## src/rtl/riscv_lsu_pkg.sv

```systemverilog
// Shared types for the load/store unit: access size and FSM state encodings,
// plus the size-legality helper used at request acceptance.
package riscv_lsu_pkg;

    typedef enum logic [1:0] {
        LSU_SIZE_B = 2'b00,
        LSU_SIZE_H = 2'b01,
        LSU_SIZE_W = 2'b10,
        LSU_SIZE_D = 2'b11
    } lsu_size_e;

    localparam int LSU_STATE_LEN = 2;

    typedef enum logic [LSU_STATE_LEN-1:0] {
        LSU_ST_IDLE = 2'b00,
        LSU_ST_BUS  = 2'b01,
        LSU_ST_RESP = 2'b10
    } lsu_state_e;

    // Doubleword does not exist on a 32-bit datapath, and LWU is pointless there
    // because a word already fills the register.
    function automatic logic size_illegal(input lsu_size_e size, input logic zext, input int xlen);
        logic bad;
        bad = 1'b0;
        if (xlen == 32) begin
            bad = (size == LSU_SIZE_D) || ((size == LSU_SIZE_W) && zext);
        end else begin
            bad = 1'b0;
        end
        return bad;
    endfunction

endpackage

```

## src/rtl/riscv_lsu_lane.sv

```systemverilog
// Byte-lane steering for the LSU: builds byte enables and replicated store data,
// and extracts/extends load data. Purely combinational; the same instance serves
// the store path at acceptance and the load path at bus acknowledge.
module riscv_lsu_lane
    import riscv_lsu_pkg::*;
#(
    parameter int XLEN = 32
) (
    input  logic [$clog2(XLEN/8)-1:0] off,
    input  lsu_size_e                 size,
    input  logic                      zext,
    input  logic [XLEN-1:0]           wdata,
    input  logic [XLEN-1:0]           rdata,
    output logic [XLEN/8-1:0]         be,
    output logic [XLEN-1:0]           wdata_lane,
    output logic [XLEN-1:0]           rdata_ext
);

    localparam int NB = XLEN / 8;
    localparam logic [NB-1:0] BE_B = NB'(1'b1);
    localparam logic [NB-1:0] BE_H = NB'(2'b11);
    localparam logic [NB-1:0] BE_W = NB'(4'hF);

    logic [$clog2(XLEN/8)+2:0] shamt_s;
    logic [XLEN-1:0]           shifted_s;
    logic [XLEN-1:0]           mask_s;
    logic                      sign_s;

    // Byte enables: a contiguous group of lanes sized by the access, starting at off.
    always_comb begin
        be = '0;
        case (size)
            LSU_SIZE_B: be = BE_B << off;
            LSU_SIZE_H: be = BE_H << off;
            LSU_SIZE_W: be = BE_W << off;
            LSU_SIZE_D: be = '1;
            default:    be = '0;
        endcase
    end

    // Store data replicated across every lane so whichever lanes are enabled see it.
    always_comb begin
        wdata_lane = '0;
        case (size)
            LSU_SIZE_B: wdata_lane = {NB{wdata[7:0]}};
            LSU_SIZE_H: wdata_lane = {(NB/2){wdata[15:0]}};
            LSU_SIZE_W: wdata_lane = {(NB/4){wdata[31:0]}};
            LSU_SIZE_D: wdata_lane = wdata;
            default:    wdata_lane = '0;
        endcase
    end

    // Load data: shift the addressed lanes down, keep size bits, then fill the
    // upper bits with the size MSB unless zero-extending. A full-width mask leaves
    // nothing to extend, which covers W on 32-bit and D on 64-bit.
    always_comb begin
        shamt_s   = {off, 3'b000};
        shifted_s = rdata >> shamt_s;
        mask_s    = '0;
        sign_s    = 1'b0;
        case (size)
            LSU_SIZE_B: begin
                mask_s = XLEN'(8'hFF);
                sign_s = shifted_s[7];
            end
            LSU_SIZE_H: begin
                mask_s = XLEN'(16'hFFFF);
                sign_s = shifted_s[15];
            end
            LSU_SIZE_W: begin
                mask_s = XLEN'(32'hFFFF_FFFF);
                sign_s = shifted_s[31];
            end
            LSU_SIZE_D: begin
                mask_s = '1;
                sign_s = 1'b0;
            end
            default: begin
                mask_s = '0;
                sign_s = 1'b0;
            end
        endcase
        rdata_ext = (shifted_s & mask_s) | ((sign_s && !zext) ? ~mask_s : '0);
    end

endmodule

```

## src/rtl/riscv_lsu.sv

```systemverilog
// Load/store unit between the execute stage and the io bridge. Accepts one
// access per handshake, drives a wait-state tolerant bus with a timeout, and
// returns extended load data with a one-cycle completion pulse.
// Build option: define LSU_MISALIGN_TRAP_EN to fault misaligned accesses
// instead of silently aligning them down.
module riscv_lsu
    import riscv_lsu_pkg::*;
#(
    parameter int XLEN    = 32,
    parameter int ADDR_W  = 32,
    parameter int TIMEOUT = 255
) (
    input  logic                clk,
    input  logic                rst,
    input  logic                req_valid,
    output logic                req_ready,
    input  logic                req_we,
    input  logic [1:0]          req_size,
    input  logic                req_unsigned,
    input  logic [ADDR_W-1:0]   req_addr,
    input  logic [XLEN-1:0]     req_wdata,
    output logic                resp_valid,
    output logic [XLEN-1:0]     resp_rdata,
    output logic                resp_err,
    output logic                busy,
    output logic                bus_valid,
    output logic                bus_we,
    output logic [ADDR_W-1:0]   bus_addr,
    output logic [XLEN/8-1:0]   bus_be,
    output logic [XLEN-1:0]     bus_wdata,
    input  logic                bus_ack,
    input  logic [XLEN-1:0]     bus_rdata
);

    localparam int NB    = XLEN / 8;
    localparam int OFF_W = $clog2(NB);
    localparam int CNT_W = $clog2(TIMEOUT + 1);
    localparam logic [CNT_W-1:0] CNT_LAST = CNT_W'(TIMEOUT - 1);

    lsu_state_e        state_r;
    logic              req_ready_r;
    logic              we_r;
    lsu_size_e         size_r;
    logic              zext_r;
    logic [OFF_W-1:0]  off_r;
    logic [CNT_W-1:0]  tmo_cnt_r;
    logic              bus_valid_r;
    logic              busy_r;
    logic              bus_we_r;
    logic [ADDR_W-1:0] bus_addr_r;
    logic [NB-1:0]     bus_be_r;
    logic [XLEN-1:0]   bus_wdata_r;
    logic              resp_valid_r;
    logic [XLEN-1:0]   resp_rdata_r;
    logic              resp_err_r;

    lsu_size_e         size_in_s;
    logic [OFF_W-1:0]  off_raw_s;
    logic [OFF_W-1:0]  off_al_s;
    logic              illegal_s;
    logic              misalign_s;
    logic              fault_s;
    logic [OFF_W-1:0]  lane_off_s;
    lsu_size_e         lane_size_s;
    logic              lane_zext_s;
    logic [NB-1:0]     lane_be_s;
    logic [XLEN-1:0]   lane_wdata_s;
    logic [XLEN-1:0]   lane_rdata_s;

    assign size_in_s = lsu_size_e'(req_size);
    assign off_raw_s = req_addr[OFF_W-1:0];
    assign illegal_s = size_illegal(size_in_s, req_unsigned, XLEN);

    // Natural-alignment offset for the requested size (low bits below the size cleared).
    always_comb begin
        off_al_s = off_raw_s;
        case (size_in_s)
            LSU_SIZE_B: off_al_s = off_raw_s;
            LSU_SIZE_H: off_al_s = off_raw_s & ~OFF_W'(2'b01);
            LSU_SIZE_W: off_al_s = off_raw_s & ~OFF_W'(2'b11);
            LSU_SIZE_D: off_al_s = '0;
            default:    off_al_s = '0;
        endcase
    end

`ifdef LSU_MISALIGN_TRAP_EN
    assign misalign_s = (off_al_s != off_raw_s);
`else
    assign misalign_s = 1'b0;
`endif

    assign fault_s = illegal_s || misalign_s;

    // The lane unit sees the live request while idle and the latched access otherwise.
    always_comb begin
        if (state_r == LSU_ST_IDLE) begin
            lane_off_s  = off_al_s;
            lane_size_s = size_in_s;
            lane_zext_s = req_unsigned;
        end else begin
            lane_off_s  = off_r;
            lane_size_s = size_r;
            lane_zext_s = zext_r;
        end
    end

    riscv_lsu_lane #(
        .XLEN (XLEN)
    ) u_lane (
        .off        (lane_off_s),
        .size       (lane_size_s),
        .zext       (lane_zext_s),
        .wdata      (req_wdata),
        .rdata      (bus_rdata),
        .be         (lane_be_s),
        .wdata_lane (lane_wdata_s),
        .rdata_ext  (lane_rdata_s)
    );

    // Access FSM with request latching, timeout counting and all registered outputs.
    always_ff @(posedge clk) begin
        if (rst) begin
            state_r      <= LSU_ST_IDLE;
            req_ready_r  <= 1'b1;
            we_r         <= 1'b0;
            size_r       <= LSU_SIZE_B;
            zext_r       <= 1'b0;
            off_r        <= '0;
            tmo_cnt_r    <= '0;
            bus_valid_r  <= 1'b0;
            busy_r       <= 1'b0;
            bus_we_r     <= 1'b0;
            bus_addr_r   <= '0;
            bus_be_r     <= '0;
            bus_wdata_r  <= '0;
            resp_valid_r <= 1'b0;
            resp_rdata_r <= '0;
            resp_err_r   <= 1'b0;
        end else begin
            case (state_r)
                LSU_ST_IDLE: begin
                    if (req_valid && req_ready_r) begin
                        req_ready_r <= 1'b0;
                        we_r        <= req_we;
                        size_r      <= size_in_s;
                        zext_r      <= req_unsigned;
                        off_r       <= off_al_s;
                        if (fault_s) begin
                            // Faulting access never reaches the bus.
                            state_r      <= LSU_ST_RESP;
                            resp_valid_r <= 1'b1;
                            resp_err_r   <= 1'b1;
                            resp_rdata_r <= '0;
                        end else begin
                            state_r     <= LSU_ST_BUS;
                            bus_valid_r <= 1'b1;
                            busy_r      <= 1'b1;
                            bus_we_r    <= req_we;
                            bus_addr_r  <= {req_addr[ADDR_W-1:OFF_W], OFF_W'(1'b0)};
                            bus_be_r    <= lane_be_s;
                            bus_wdata_r <= lane_wdata_s;
                            tmo_cnt_r   <= '0;
                        end
                    end
                end
                LSU_ST_BUS: begin
                    if (bus_ack) begin
                        // Ack takes priority over a timeout landing in the same cycle.
                        state_r      <= LSU_ST_RESP;
                        bus_valid_r  <= 1'b0;
                        busy_r       <= 1'b0;
                        bus_be_r     <= '0;
                        resp_valid_r <= 1'b1;
                        resp_err_r   <= 1'b0;
                        resp_rdata_r <= we_r ? '0 : lane_rdata_s;
                    end else if (tmo_cnt_r == CNT_LAST) begin
                        state_r      <= LSU_ST_RESP;
                        bus_valid_r  <= 1'b0;
                        busy_r       <= 1'b0;
                        bus_be_r     <= '0;
                        resp_valid_r <= 1'b1;
                        resp_err_r   <= 1'b1;
                        resp_rdata_r <= '0;
                    end else begin
                        tmo_cnt_r <= tmo_cnt_r + CNT_W'(1'b1);
                    end
                end
                LSU_ST_RESP: begin
                    state_r      <= LSU_ST_IDLE;
                    req_ready_r  <= 1'b1;
                    resp_valid_r <= 1'b0;
                    resp_err_r   <= 1'b0;
                    resp_rdata_r <= '0;
                end
                default: begin
                    state_r      <= LSU_ST_IDLE;
                    req_ready_r  <= 1'b1;
                    bus_valid_r  <= 1'b0;
                    busy_r       <= 1'b0;
                    bus_be_r     <= '0;
                    resp_valid_r <= 1'b0;
                    resp_err_r   <= 1'b0;
                    resp_rdata_r <= '0;
                end
            endcase
        end
    end

    assign req_ready  = req_ready_r;
    assign resp_valid = resp_valid_r;
    assign resp_rdata = resp_rdata_r;
    assign resp_err   = resp_err_r;
    assign busy       = busy_r;
    assign bus_valid  = bus_valid_r;
    assign bus_we     = bus_we_r;
    assign bus_addr   = bus_addr_r;
    assign bus_be     = bus_be_r;
    assign bus_wdata  = bus_wdata_r;

endmodule

```

## config.mk

```make
export PLATFORM = sky130hd
export DESIGN_NAME = riscv_lsu
export DESIGN_NICKNAME = d
export VERILOG_FILES = /design/src/rtl/riscv_lsu_pkg.sv /design/src/rtl/riscv_lsu_lane.sv /design/src/rtl/riscv_lsu.sv
export SDC_FILE = /design/constraint.sdc
export NUM_CORES = 1
export LEC_CHECK = 0
export CORE_ASPECT_RATIO = 1.1
export CORE_UTILIZATION = 39
export CTS_CLUSTER_SIZE = 40
export DETAILED_ROUTE_END_ITERATION = 10
export PLACE_DENSITY = 0.73
export SYNTH_ARGS = -nofsm -noshare
export SYNTH_HDL_FRONTEND = slang
export SYNTH_SLANG_ARGS = --single-unit
```

## constraint.sdc

```tcl
create_clock -name clk -period 4.05 [get_ports clk]
set_input_delay 0.81 -clock clk [delete_from_list [all_inputs] [get_ports clk]]
set_output_delay 0.81 -clock clk [all_outputs]
set_load 0.05 [all_outputs]
```

# Yosys cells after proc, flatten, opt, wreduce, memory -nomap -nowiden
# Index checks and enable logic that the tools add are counted.
[totals]
ff_bits = 119
in_bits = 104
out_inout_bits = 106
wordCells = 103
[classes]
n_addsub = 1
n_eq_ne = 15
n_shift = 4
muxes = 44
n_bitwise = 6
reduce_logical = 18
[op_table]
columns = ["operator", "count"]
rows = [
  ["$mux 32", 6],
  ["$pmux 32 s3", 2],
  ["$pmux 32 s2", 1],
  ["$and 32x32->32", 1],
  ["$mux 8", 4],
  ["$not 32->32", 1],
  ["$or 32x32->32", 1],
  ["$shr 32x5->32", 1],
  ["$mux 4", 4],
  ["$pmux 4 s4", 1],
  ["$pmux 8 s2", 1],
  ["$mux 2", 6],
  ["$pmux 4 s3", 1],
  ["$mux 1", 11],
  ["$eq 2x2->1 const B", 5],
  ["$add 8x1->8 const B", 1],
  ["$eq 8x8->1 const B", 1],
  ["$ne 2x2->1 const B", 4],
  ["$eq 2x1->1 const B", 3],
  ["$logic_not 2->1", 3],
  ["$pmux 1 s2", 3],
  ["$pmux 2 s3", 1],
  ["$reduce_and 2->1", 3],
  ["$reduce_and 3->1", 2],
  ["other kinds (16)", 21],
]

# Longest topological paths before layout
# Gate-level depths: netlist of run 1.
[depth]
depth_word = 12
depth_mapped = 11
mapped_depth_nobuf = 8

# Cells and area by module
# A second synthesis of run 1 with hierarchy kept.
[hier_totals]
cells_unflattened = 661
area_unflattened_um2 = 5595.4
[modules_own_cells]
columns = ["module", "instances", "cells_each", "area_per_inst_um2", "seq_area_each_um2"]
rows = [
  ["riscv_lsu", 1, 485, 4332.9, 2382.3],
  ["riscv_lsu_lane", 1, 176, 1262.5, 0.0],
]

# Worst setup path before layout of run 1
# OpenSTA, ideal clock, no wires.
[synth_timing]
path_type = "input to register"
startpoint = "in req_size[0]"
endpoint = "reg resp_rdata_r[15], in the netlist resp_rdata[15]"
setup_time_ps = 120
t_arrival_ps = 2511
required_time_ps = 3930
setup_slack_ps = 1419
stages = 9
n_path_buf = 2
path_cell_list = "mux2_2 -> inv_1 -> ha_1 -> clkbuf_1 -> nor4_1 -> and2_1 -> buf_1 -> a32o_1 -> a211o_1"
[synth_between]
elab_chain_len = 12
elab_cells_between_ends = 28
classes_between = "eq/ne: 7; shift: 1; mux: 9; bitwise: 3; reduce/logical: 8"
[synth_lines]
columns = ["element", "line", "text"]
rows = [
  ["from (decl)", "riscv_lsu.sv:18", "input logic [1:0] req_size,"],
  ["$eq 2x2->1", "riscv_lsu_pkg.sv:26, riscv_lsu.sv:77", ""],
  ["$reduce_or 2->1 (no line)", "-", ""],
  ["$pmux 2 s3", "riscv_lsu.sv:77", "case (size_in_s)"],
  ["$mux 2", "riscv_lsu.sv:96", "if (state_r == LSU_ST_IDLE) begin"],
  ["$shr 32x5->32", "riscv_lsu_lane.sv:58", "shifted_s = rdata >> shamt_s;"],
  ["$pmux 1 s4", "riscv_lsu_lane.sv:61", "case (size)"],
  ["$logic_and 1x1->1", "riscv_lsu_lane.sv:83", "rdata_ext = (shifted_s & mask_s) | ((sign_s && !zext) ? ~mask_s : '0);"],
  ["$mux 32", "riscv_lsu_lane.sv:83", ""],
  ["$or 32x32->32", "riscv_lsu_lane.sv:83", ""],
  ["$mux 32", "riscv_lsu.sv:175", "resp_rdata_r <= we_r ? '0 : lane_rdata_s;"],
  ["$mux 32", "riscv_lsu.sv:167", "if (bus_ack) begin"],
  ["$pmux 32 s2", "riscv_lsu.sv:140", "case (state_r)"],
  ["to (signal assigned)", "riscv_lsu.sv:175", ""],
  ["to (decl)", "riscv_lsu.sv:54", "logic [XLEN-1:0] resp_rdata_r;"],
]
# Parallel ways exist; a longest one is shown, timed or not. The select of a mux whose other input is x is not followed.
# A chain may end at the register's enable or synchronous reset.

# Worst setup path after layout of run 1
[layout_timing]
startpoint = "in req_size[1]"
endpoint = "reg resp_rdata_r[16], in the netlist resp_rdata[16]"
# Same word-level chain as after synthesis.

==> impl_metrics.py, run 1 <==
metrics = {
    "sta": {
        "worst_slew_pin_slew_ns": 0.894,
        "fin_crit_ns": 2.94,
        "drv_slew": 0,
        "fin_hold_ws_ns": 0.454,
        "setup_viol": 0,
        "finClkSkew_ns": 0.00906,
        "rsz0062_at_grt": "false",
        "finalCritPeriodShare_pct": 72.5,
        "tns_ns": 0,
        "slew_headroom_pct": 39.7,
        "clock.fmax_ghz": 0.341,
        "hold_violations": 0,
    },
    "logic_synthesis": {
        "syn_inst": 595,
        "ys_types": 66,
        "synth_top_area_share_pct": 44.4,
        "synth-edff-count": 0,
        "yosys.area.top_type": "dfxtp_1",
        "synth_warnings": 0,
        "yosysSeqAreaShare_pct": 44.4,
        "avgSynthCellArea_um2": 9.01,
        "ys_async_sr_fraction_pct": 0,
        "synth_ff_type": "dfxtp_1",
        "netlist_area_mm2": 0.00536,
        "synth_seq_cells": 119,
        "ys_top_cells_by_area": "dfxtp_1, nand2_1, a21oi_1, mux4_2, nor2_1",
    },
    "clock_network": {
        "cts.sinks": 119,
        "post_cts_resized": 0,
        "cts_tree": "yes",
        "insertion_delay_ns": 0.41,
        "clkSlewWorstSetupHoldPaths_ns": 0.05,
        "cts_max_level": 4,
        "cts_setup_buffers": 0,
        "root_buffer": "clkbuf_16",
        "clockBufferDepth": 2,
        "numCtsBuffers": 17,
        "cts-hold-fix-buffers": 0,
    },
    "drt": {
        "antenna_left": 0,
        "vias_per_cell": 5.47,
        "wl_per_cell_um": 17.5,
        "initialDrtViolationCount": 310,
        "vias": 5357,
        "dr.pass1.iters": 5,
        "routed_wl_mm": 17.1,
        "drcViolationCount": 0,
    },
    "global_routing": {
        "grt_overflow": 0,
        "grt_use_total_pct": 24.2,
        "grt_pass1_wl_mm": 27.1,
        "grt_max_degree": 77,
        "busiest_layer": "met2",
        "met2_usage_pct": 40.6,
        "use_met1_pct": 28.0,
        "grt_use_met3_pct": 7.66,
        "grt_pass1_vias": 5402,
        "antenna_found_initial": 0,
    },
    "placement": {
        "post_dp_cell_area_mm2": 0.00755,
        "place_congestion": 0.886,
        "place_hpwl_mm": 12.5,
        "port_buffers": 207,
    },
    "die": {
        "ios": 210,
        "die_height_um": 125,
        "die_w_um": 114,
        "core_area_mm2": 0.0133,
        "initial_core_util_pct": 40.2,
        "rows": 44,
        "dieArea_mm2": 0.0142,
    },
    "critical_path": {
        "crit_type": "in2reg",
        "path_max_fanout": 16,
        "cp_data_arrival_time_ns": 3.21,
        "startpoint_type": "input pin",
        "crit_required_ns": 4.32,
        "crit_path_end_kind": "register",
    },
    "pwr": {
        "peakVddDrop_v": 0.000228,
        "power.leakage_uw": 0.00305,
        "power_density_mw_per_mm2": 500,
    },
    "finish": {
        "antenna_cells": 0,
        "final_area_mm2": 0.00821,
        "layout-drive-gt1-share_pct": 10.6,
        "syn_to_final_growth_pct": 53.1,
        "fin_nets": 895,
    },
    "outcome": {
        "status": "complete, no violations",
    },
    "min_path": {
        "min_path_type": "reg2reg",
    },
    "run": {
        "drv_cap": 0,
    },
}
==> power by group <==
| part | leakage, µW | switching [µW] | internal, µW |
|---|---|---|---|
| Sequential | 0.000968 | 66.1 | 1270 |
| Clock | 0.000319 | 508 | 1150 |
| Combinational | 0.00176 | 695 | 418 |
==> final timing paths <==
path                             start                           to  slack [ns]  depth (start not counted)
max reg2reg    state_r[0]$_SDFFE_PP0P_  resp_rdata[16]$_SDFFE_PP0P_        1.16                          8
max                        req_size[1]  resp_rdata[16]$_SDFFE_PP0P_        1.11                          8
min          bus_addr[29]$_SDFFE_PP0P_    bus_addr[29]$_SDFFE_PP0P_        0.45                          2
min reg2reg  bus_addr[29]$_SDFFE_PP0P_    bus_addr[29]$_SDFFE_PP0P_        0.45                          2
==> kinds of logic after synthesis <==
| logic type | after synthesis | share of synthesized area, % |
|---|---|---|
| AOI/OAI and AO/OA | 195 | 25.6 |
| xor gates and xnor gates | 7 | 1.14 |
| adders and majority gates | 7 | 1.63 |
| buffers and inverters | 58 | 4.79 |
| DFF | 119 | 44.4 |
| muxes | 30 | 7.61 |
| other | 1 | 0.0700 |
| and+or+nand+nor | 178 | 14.7 |
==> sequential cells by signal (all words and copies together) (netlist names) <==
name,count
tmo_cnt_r,8
bus_be,4
resp_valid,1
req_ready,1
state_r,2
busy,1
bus_we,1
zext_r,1
resp_err,1
bus_addr,30
resp_rdata,32
bus_wdata,32
off_r,2
size_r,2
we_r,1
==> layer usage <==
layer  vias to the layer above  wire length (µm)
met4                         0               467
met2                       279              8180
met3                        34              1460
met5                         -                 0
li1                       2536                 -
met1                      2508              7010
==> critical path: stages <==
cell and delay, ns:
clkdlybuf4s50_1 0.52, a21o_1 0.22, inv_1 0.17, ha_1 0.28, inv_1 0.20, a2111oi_0 0.37, a311o_2 0.47, o21ai_0 0.15
==> cells in the final DEF, fill, tap and decap left out, types with 5 or more instances in the layout <==
cell,Yosys,routed
clkdlybuf4s50_1,0,206
dfxtp_1,119,119
nand2_1,100,99
a21oi_1,62,61
nor2_1,42,42
o21ai_0,18,18
clkbuf_16,0,17
a221oi_1,16,16
a22oi_1,16,16
mux2i_1,12,12
nor3_1,10,10
o21ai_2,10,10
buf_4,5,10
inv_1,9,9
mux2_2,9,9
o211ai_1,9,9
a22o_1,9,9
a221o_1,8,8
a211o_1,8,8
o2bb2ai_1,7,7
mux4_2,7,7
ha_1,7,7
bufinv_16,0,5
==> cell type report <==
type | instances | area (µm²)
Tap cell | 184 | 230
Inverter | 9 | 33.8
Clock inverter | 8 | 168
Sequential cell | 119 | 2380
Clock buffer | 23 | 488
Timing Repair Buffer | 218 | 2160
Fill cell | 1145 | 5120
Multi-Input combinational cell | 419 | 2740
==> per-stage QoR <==
step	std cells	worst slack, ns	power [µW]	utilization (%)
global placement	949	0.797	2440	56.7
global route	980	0.911	4270	61.6
floorplan	596	1.42	2060	-
finish	980	1.11	4110	61.6
detailed placement	949	0.717	2460	56.7
CTS	980	1.16	4130	61.6
==> cells in the mapped netlist, drive strengths merged, types with 4 or more instances <==
library cell and n:
a211o 8, a211oi 4, a21oi 62, a221o 8
a221oi 16, a22o 9, a22oi 16, buf 19
clkbuf 30, dfxtp 119, ha 7, inv 9
mux2 10, mux2i 13, mux4 7, nand2 101
nor2 43, nor3 12, o211ai 9, o21a 4
o21ai 32, o2bb2ai 7, xnor2 4
Power figures use the tool's default switching activity.
==> inputs of run 2 (changes only) <==
Settings changed: PLACE_DENSITY 0.73 to 0.76.
Clock period 4.05 ns to 2.7 ns, I/O delays scaled along.
==> impl_metrics.py, run 2 (synthesis gave the netlist of run 1 again) <==
metrics = {
    "clock_network": {
        "cts.sinks": 119,
        "root_buffer": "clkbuf_16",
        "cts_tree": "yes",
        "clockBufferDepth": 2,
        "insertion_delay_ns": 0.41,
        "clkSlewWorstSetupHoldPaths_ns": 0.06,
        "numCtsBuffers": 17,
        "cts_setup_buffers": 0,
        "post_cts_resized": 0,
        "cts_max_level": 4,
        "cts-hold-fix-buffers": 0,
    },
    "sta": {
        "slew_headroom_pct": 48.2,
        "fin_crit_ns": 2.40,
        "drv_slew": 0,
        "finalCritPeriodShare_pct": 88.9,
        "clock.fmax_ghz": 0.417,
        "worst_slew_pin_slew_ns": 0.774,
        "hold_violations": 0,
        "rsz0062_at_grt": "false",
        "layout_setup_ws_ns": 0.301,
        "setup_viol": 0,
        "finClkSkew_ns": 0.0122,
    },
    "placement": {
        "place_ws_ns": -0.109,
        "place_congestion": 0.886,
        "place_hpwl_mm": 12.8,
        "port_buffers": 207,
    },
    "pwr": {
        "power_density_mw_per_mm2": 723,
        "power.leakage_uw": 0.00313,
        "peakVddDrop_v": 0.000390,
    },
    "critical_path": {
        "path_max_fanout": 27,
        "startpoint_type": "register",
        "max_stage_delay_ns": 0.49,
        "crit_path_cell_trace": "nor2_4, mux2_2, inv_1, ha_1, buf_4, nand3_1, a211oi_2, a211o_1",
        "reg2reg_depth": 8,
        "crit_required_ns": 3.06,
        "crit_path_end_kind": "register",
        "reg2reg_from": "state_r[0]$_SDFFE_PP0P_",
        "crit_type": "reg2reg",
        "cpMaxStageDelayCell": "a211oi_2",
        "r2r-end": "resp_rdata[8]$_SDFFE_PP0P_",
        "worst-r2r-setup-slack_ns": 0.30,
        "cp_data_arrival_time_ns": 2.76,
    },
    "drt": {
        "routed_wl_mm": 17.4,
        "vias": 5481,
        "dr.pass1.iters": 5,
        "antenna_left": 0,
        "vias_per_cell": 5.48,
        "initialDrtViolationCount": 441,
        "drcViolationCount": 0,
        "wl_per_cell_um": 17.4,
    },
    "run": {
        "drv_cap": 0,
    },
    "finish": {
        "antenna_cells": 0,
        "layout-drive-gt1-share_pct": 13.0,
        "mostFrequentLayoutCells": "clkdlybuf4s50_1, dfxtp_1, nand2_1",
        "syn_to_final_growth_pct": 55.9,
        "fin_util_pct": 62.7,
        "fillers": 1104,
        "final_common_cell": "clkdlybuf4s50_1",
        "fin_nets": 914,
    },
    "global_routing": {
        "grt_overflow": 0,
        "antenna_found_initial": 0,
        "grt_pass1_vias": 5349,
        "grt_pass1_wl_mm": 26.8,
        "grt_max_degree": 77,
        "grt_use_total_pct": 24.0,
    },
    "min_path": {
        "hold_depth": 2,
        "min_from": "bus_wdata[2]$_SDFFE_PP0P_",
        "min_path_type": "reg2reg",
        "whs_endpoint": "bus_wdata[2]$_SDFFE_PP0P_",
    },
    "die": {
        "die_height_um": 125,
        "ios": 210,
        "core_area_mm2": 0.0133,
        "dieArea_mm2": 0.0142,
        "initial_core_util_pct": 40.2,
        "rows": 44,
        "die_w_um": 114,
    },
    "outcome": {
        "status": "complete, no violations",
    },
}
==> run 2: area by class of cell <==
cell class | count | area, µm² | share of cell area [%]
Clock inverter | 14 | 164 | 1.96
Sequential cell | 119 | 2380 | 28.5
Tap cell | 184 | 230 | 2.75
Clock buffer | 18 | 439 | 5.25
Timing Repair Buffer | 237 | 2370 | 28.3
Multi-Input combinational cell | 419 | 2740 | 32.8
Inverter | 9 | 33.8 | 0.404
==> run 2: worst max path at each step <==
stage	startpoint	end	slack, ns	cells past startpoint
floorplan	state_r[1]$_SDFFE_PP0P_	resp_rdata[15]$_SDFFE_PP0P_	0.16	11
global placement	req_size[1]	resp_rdata[16]$_SDFFE_PP0P_	-0.10	7
detailed placement	req_size[1]	resp_rdata[16]$_SDFFE_PP0P_	-0.11	7
CTS	state_r[0]$_SDFFE_PP0P_	resp_rdata[8]$_SDFFE_PP0P_	0.26	8
global route	state_r[0]$_SDFFE_PP0P_	resp_rdata[14]$_SDFFE_PP0P_	0.12	8
finish	state_r[0]$_SDFFE_PP0P_	resp_rdata[8]$_SDFFE_PP0P_	0.30	8
==> run 2: worst max-delay path: cells and delay by family (launching register included) <==
family	cells	cell delay, ns
mux	1	0.41
flops	1	0.33
buf+inv	2	0.38
fa+ha+maj	1	0.19
compound gates	2	0.67
simple gates	2	0.38
==> run 2: power breakdown <==
group          switching (µW)  leakage [µW]  total (µW)  internal [µW]
Sequential               90.2      0.000968        1990           1900
Combinational            1080       0.00188        1770            693
Clock                     877      0.000287        2290           1410
Total                    2040       0.00313        6050           4000
==> run 2: layer usage <==
layer / routed length (µm) / GRT usage, %
met3: 1470 / 6.69
met5: 0 / 0
met1: 6950 / 27.7
met2: 8460 / 41.5
met4: 480 / 10.2
==> run 2: stage by stage <==
step           area (µm²)  hold WS (ns)  total power, µW  TNS, ns  std cells
2_1_floorplan        5360         0.451             3100        0        596
3_3_place_gp         7750         0.436             3750    -1.34        968
3_5_place_dp         7750         0.446             3780    -2.71        968
4_1_cts              8360         0.454             6070        0       1000
5_1_grt              8360         0.472             6280        0       1000
6_report             8360         0.452             6050        0       1000
==> inputs of run 3 (changes only) <==
Settings changed: CTS_CLUSTER_DIAMETER set to 50, SETUP_SLACK_MARGIN set to 0.5.
==> impl_metrics.py, run 3 (synthesis gave the netlist of run 1 again) <==
metrics = {
    "outcome": {
        "status": "complete, no violations",
    },
    "clock_network": {
        "cts_max_level": 4,
        "cts.sinks": 119,
        "cts_tree": "yes",
        "numCtsBuffers": 17,
        "root_buffer": "clkbuf_16",
        "insertion_delay_ns": 0.43,
        "clockBufferDepth": 2,
        "clkSlewWorstSetupHoldPaths_ns": 0.06,
    },
    "finish": {
        "final_common_cell": "clkdlybuf4s50_1",
        "mostFrequentLayoutCells": "clkdlybuf4s50_1, dfxtp_1, nand2_1",
        "multiInputGateArea_mm2": 0.00293,
        "syn_to_final_growth_pct": 62.3,
        "fin_nets": 924,
        "fillers": 1079,
        "fin_util_pct": 65.3,
        "seq_area_mm2": 0.00239,
        "layout-drive-gt1-share_pct": 17.1,
    },
    "die": {
        "die_height_um": 125,
        "dieArea_mm2": 0.0142,
        "rows": 44,
        "core_area_mm2": 0.0133,
        "die_w_um": 114,
        "initial_core_util_pct": 40.2,
        "ios": 210,
    },
    "drt": {
        "dr.pass1.iters": 5,
        "routed_wl_mm": 17.6,
        "drcViolationCount": 0,
        "antenna_left": 0,
        "wl_per_cell_um": 17.4,
        "vias": 5521,
        "vias_per_cell": 5.46,
        "initialDrtViolationCount": 381,
    },
    "pwr": {
        "power_density_mw_per_mm2": 708,
        "power.leakage_uw": 0.00331,
        "peakVddDrop_v": 0.000363,
    },
    "sta": {
        "layout_setup_ws_ns": 0.530,
        "setup_viol": 0,
        "clock.fmax_ghz": 0.461,
        "rsz0062_at_grt": "false",
        "hold_violations": 0,
        "fin_crit_ns": 2.17,
        "finalCritPeriodShare_pct": 80.4,
        "slew_headroom_pct": 46.9,
        "drv_slew": 0,
        "finClkSkew_ns": 0.00735,
        "worst_slew_pin_slew_ns": 0.797,
    },
    "placement": {
        "place_congestion": 0.899,
        "place_hpwl_mm": 12.8,
        "port_buffers": 207,
        "place_ws_ns": -0.132,
    },
    "critical_path": {
        "crit_path_cell_trace": "nor2_4, mux2_4, inv_4, ha_4, buf_6, clkinvlp_4, a2111oi_4, a311o_2, clkbuf_16, o21ai_2",
        "crit_path_end_kind": "register",
        "cp_data_arrival_time_ns": 2.48,
        "cpMaxStageDelayCell": "dfxtp_4",
        "max_stage_delay_ns": 0.37,
        "crit_type": "reg2reg",
        "path_max_fanout": 8,
        "worst-r2r-setup-slack_ns": 0.53,
        "crit_required_ns": 3.01,
        "startpoint": "state_r[1]$_SDFFE_PP0P_",
        "r2r-end": "resp_rdata[30]$_SDFFE_PP0P_",
        "reg2reg_from": "state_r[1]$_SDFFE_PP0P_",
        "reg2reg_depth": 10,
        "startpoint_type": "register",
        "crit_end": "resp_rdata[30]$_SDFFE_PP0P_",
    },
    "min_path": {
        "min_path_type": "reg2reg",
    },
    "global_routing": {
        "grt_use_total_pct": 24.3,
        "grt_pass1_wl_mm": 27.0,
        "antenna_found_initial": 1,
        "grt_pass1_vias": 5393,
        "grt_max_degree": 77,
        "grt_overflow": 0,
    },
    "run": {
        "drv_cap": 0,
    },
}
run 3: cell types whose count changed in the layout (fill, tap and decap cells not counted), moves of 3 or more:
cell and change:
buf_4 +3, buf_6 +4, clkdlybuf4s50_1 -7, clkinv_4 +5, dlygate4sd2_1 +3, dlymetal6s2s_1 +4
inv_1 -3, o2bb2ai_1 -5, o2bb2ai_2 +4
run 3: worst min-delay path by stage:
| stage | from | endpoint | slack [ns] | depth (start not counted) |
|---|---|---|---|---|
| after global placement | resp_valid$_SDFFE_PP0P_ | resp_valid$_SDFFE_PP0P_ | 0.44 | 1 |
| after floorplan | size_r[0]$_SDFFE_PP0P_ | size_r[0]$_SDFFE_PP0P_ | 0.45 | 2 |
| after detailed placement | resp_valid$_SDFFE_PP0P_ | resp_valid$_SDFFE_PP0P_ | 0.44 | 1 |
| final | bus_be[0]$_SDFFE_PP0P_ | bus_be[0]$_SDFFE_PP0P_ | 0.45 | 2 |
| after CTS | bus_be[0]$_SDFFE_PP0P_ | bus_be[0]$_SDFFE_PP0P_ | 0.45 | 2 |
| after global routing | bus_addr[11]$_SDFFE_PP0P_ | bus_addr[11]$_SDFFE_PP0P_ | 0.47 | 2 |
run 3: cell type report:
cell class | count | area share, %
multi-input combinational | 419 | 33.7
inverter | 9 | 0.460
clock buffer | 17 | 4.89
clock inverter | 15 | 1.97
antenna | 1 | 0.0288
timing repair buffer | 247 | 28.9
tap | 184 | 2.65
sequential | 119 | 27.4
run 3: power by group:
group	internal (µW)	total, µW	leakage [µW]	switching [µW]
clock	1380	2260	0.000285	884
combinational	775	1910	0.00206	1140
sequential	1900	1990	0.000969	88.6
run 3: metrics by stage:
| step | instance area, µm² | hold WS (ns) | cells | power [µW] | setup TNS [ns] |
|---|---|---|---|---|---|
| 2_1_floorplan | 5420 | 0.453 | 596 | 3130 | 0 |
| 3_3_place_gp | 7820 | 0.442 | 971 | 3780 | -1.65 |
| 3_5_place_dp | 7820 | 0.440 | 971 | 3810 | -2.46 |
| 4_1_cts | 8450 | 0.451 | 1005 | 6100 | 0 |
| 5_1_grt | 8700 | 0.468 | 1010 | 6420 | 0 |
| 6_report | 8700 | 0.448 | 1011 | 6160 | 0 |
run 3: worst max-delay path: cells and delay by family, from the launching register on:
kind | cells | cell delay (ns)
fa+ha+maj | 1 | 0.14
flops | 1 | 0.37
compound gates | 3 | 0.54
simple gates | 1 | 0.18
mux | 1 | 0.34
buf+inv | 4 | 0.50
run 3: metal layers:
metal	global-route usage, %	wire length (µm)	up-vias
li1	-	-	2609
met4	10.8	481	0
met2	42.1	8640	257
met1	27.4	7070	2618
met3	7.32	1430	37
met5	0	0	-
run 3: timing repair:
action	CTS	global route
gates cloned	0	2
pin swaps	3	6
buffers inserted	2	3
setup endpoints to repair	58	70
gates resized for setup	9	39
hold buffers	0	0
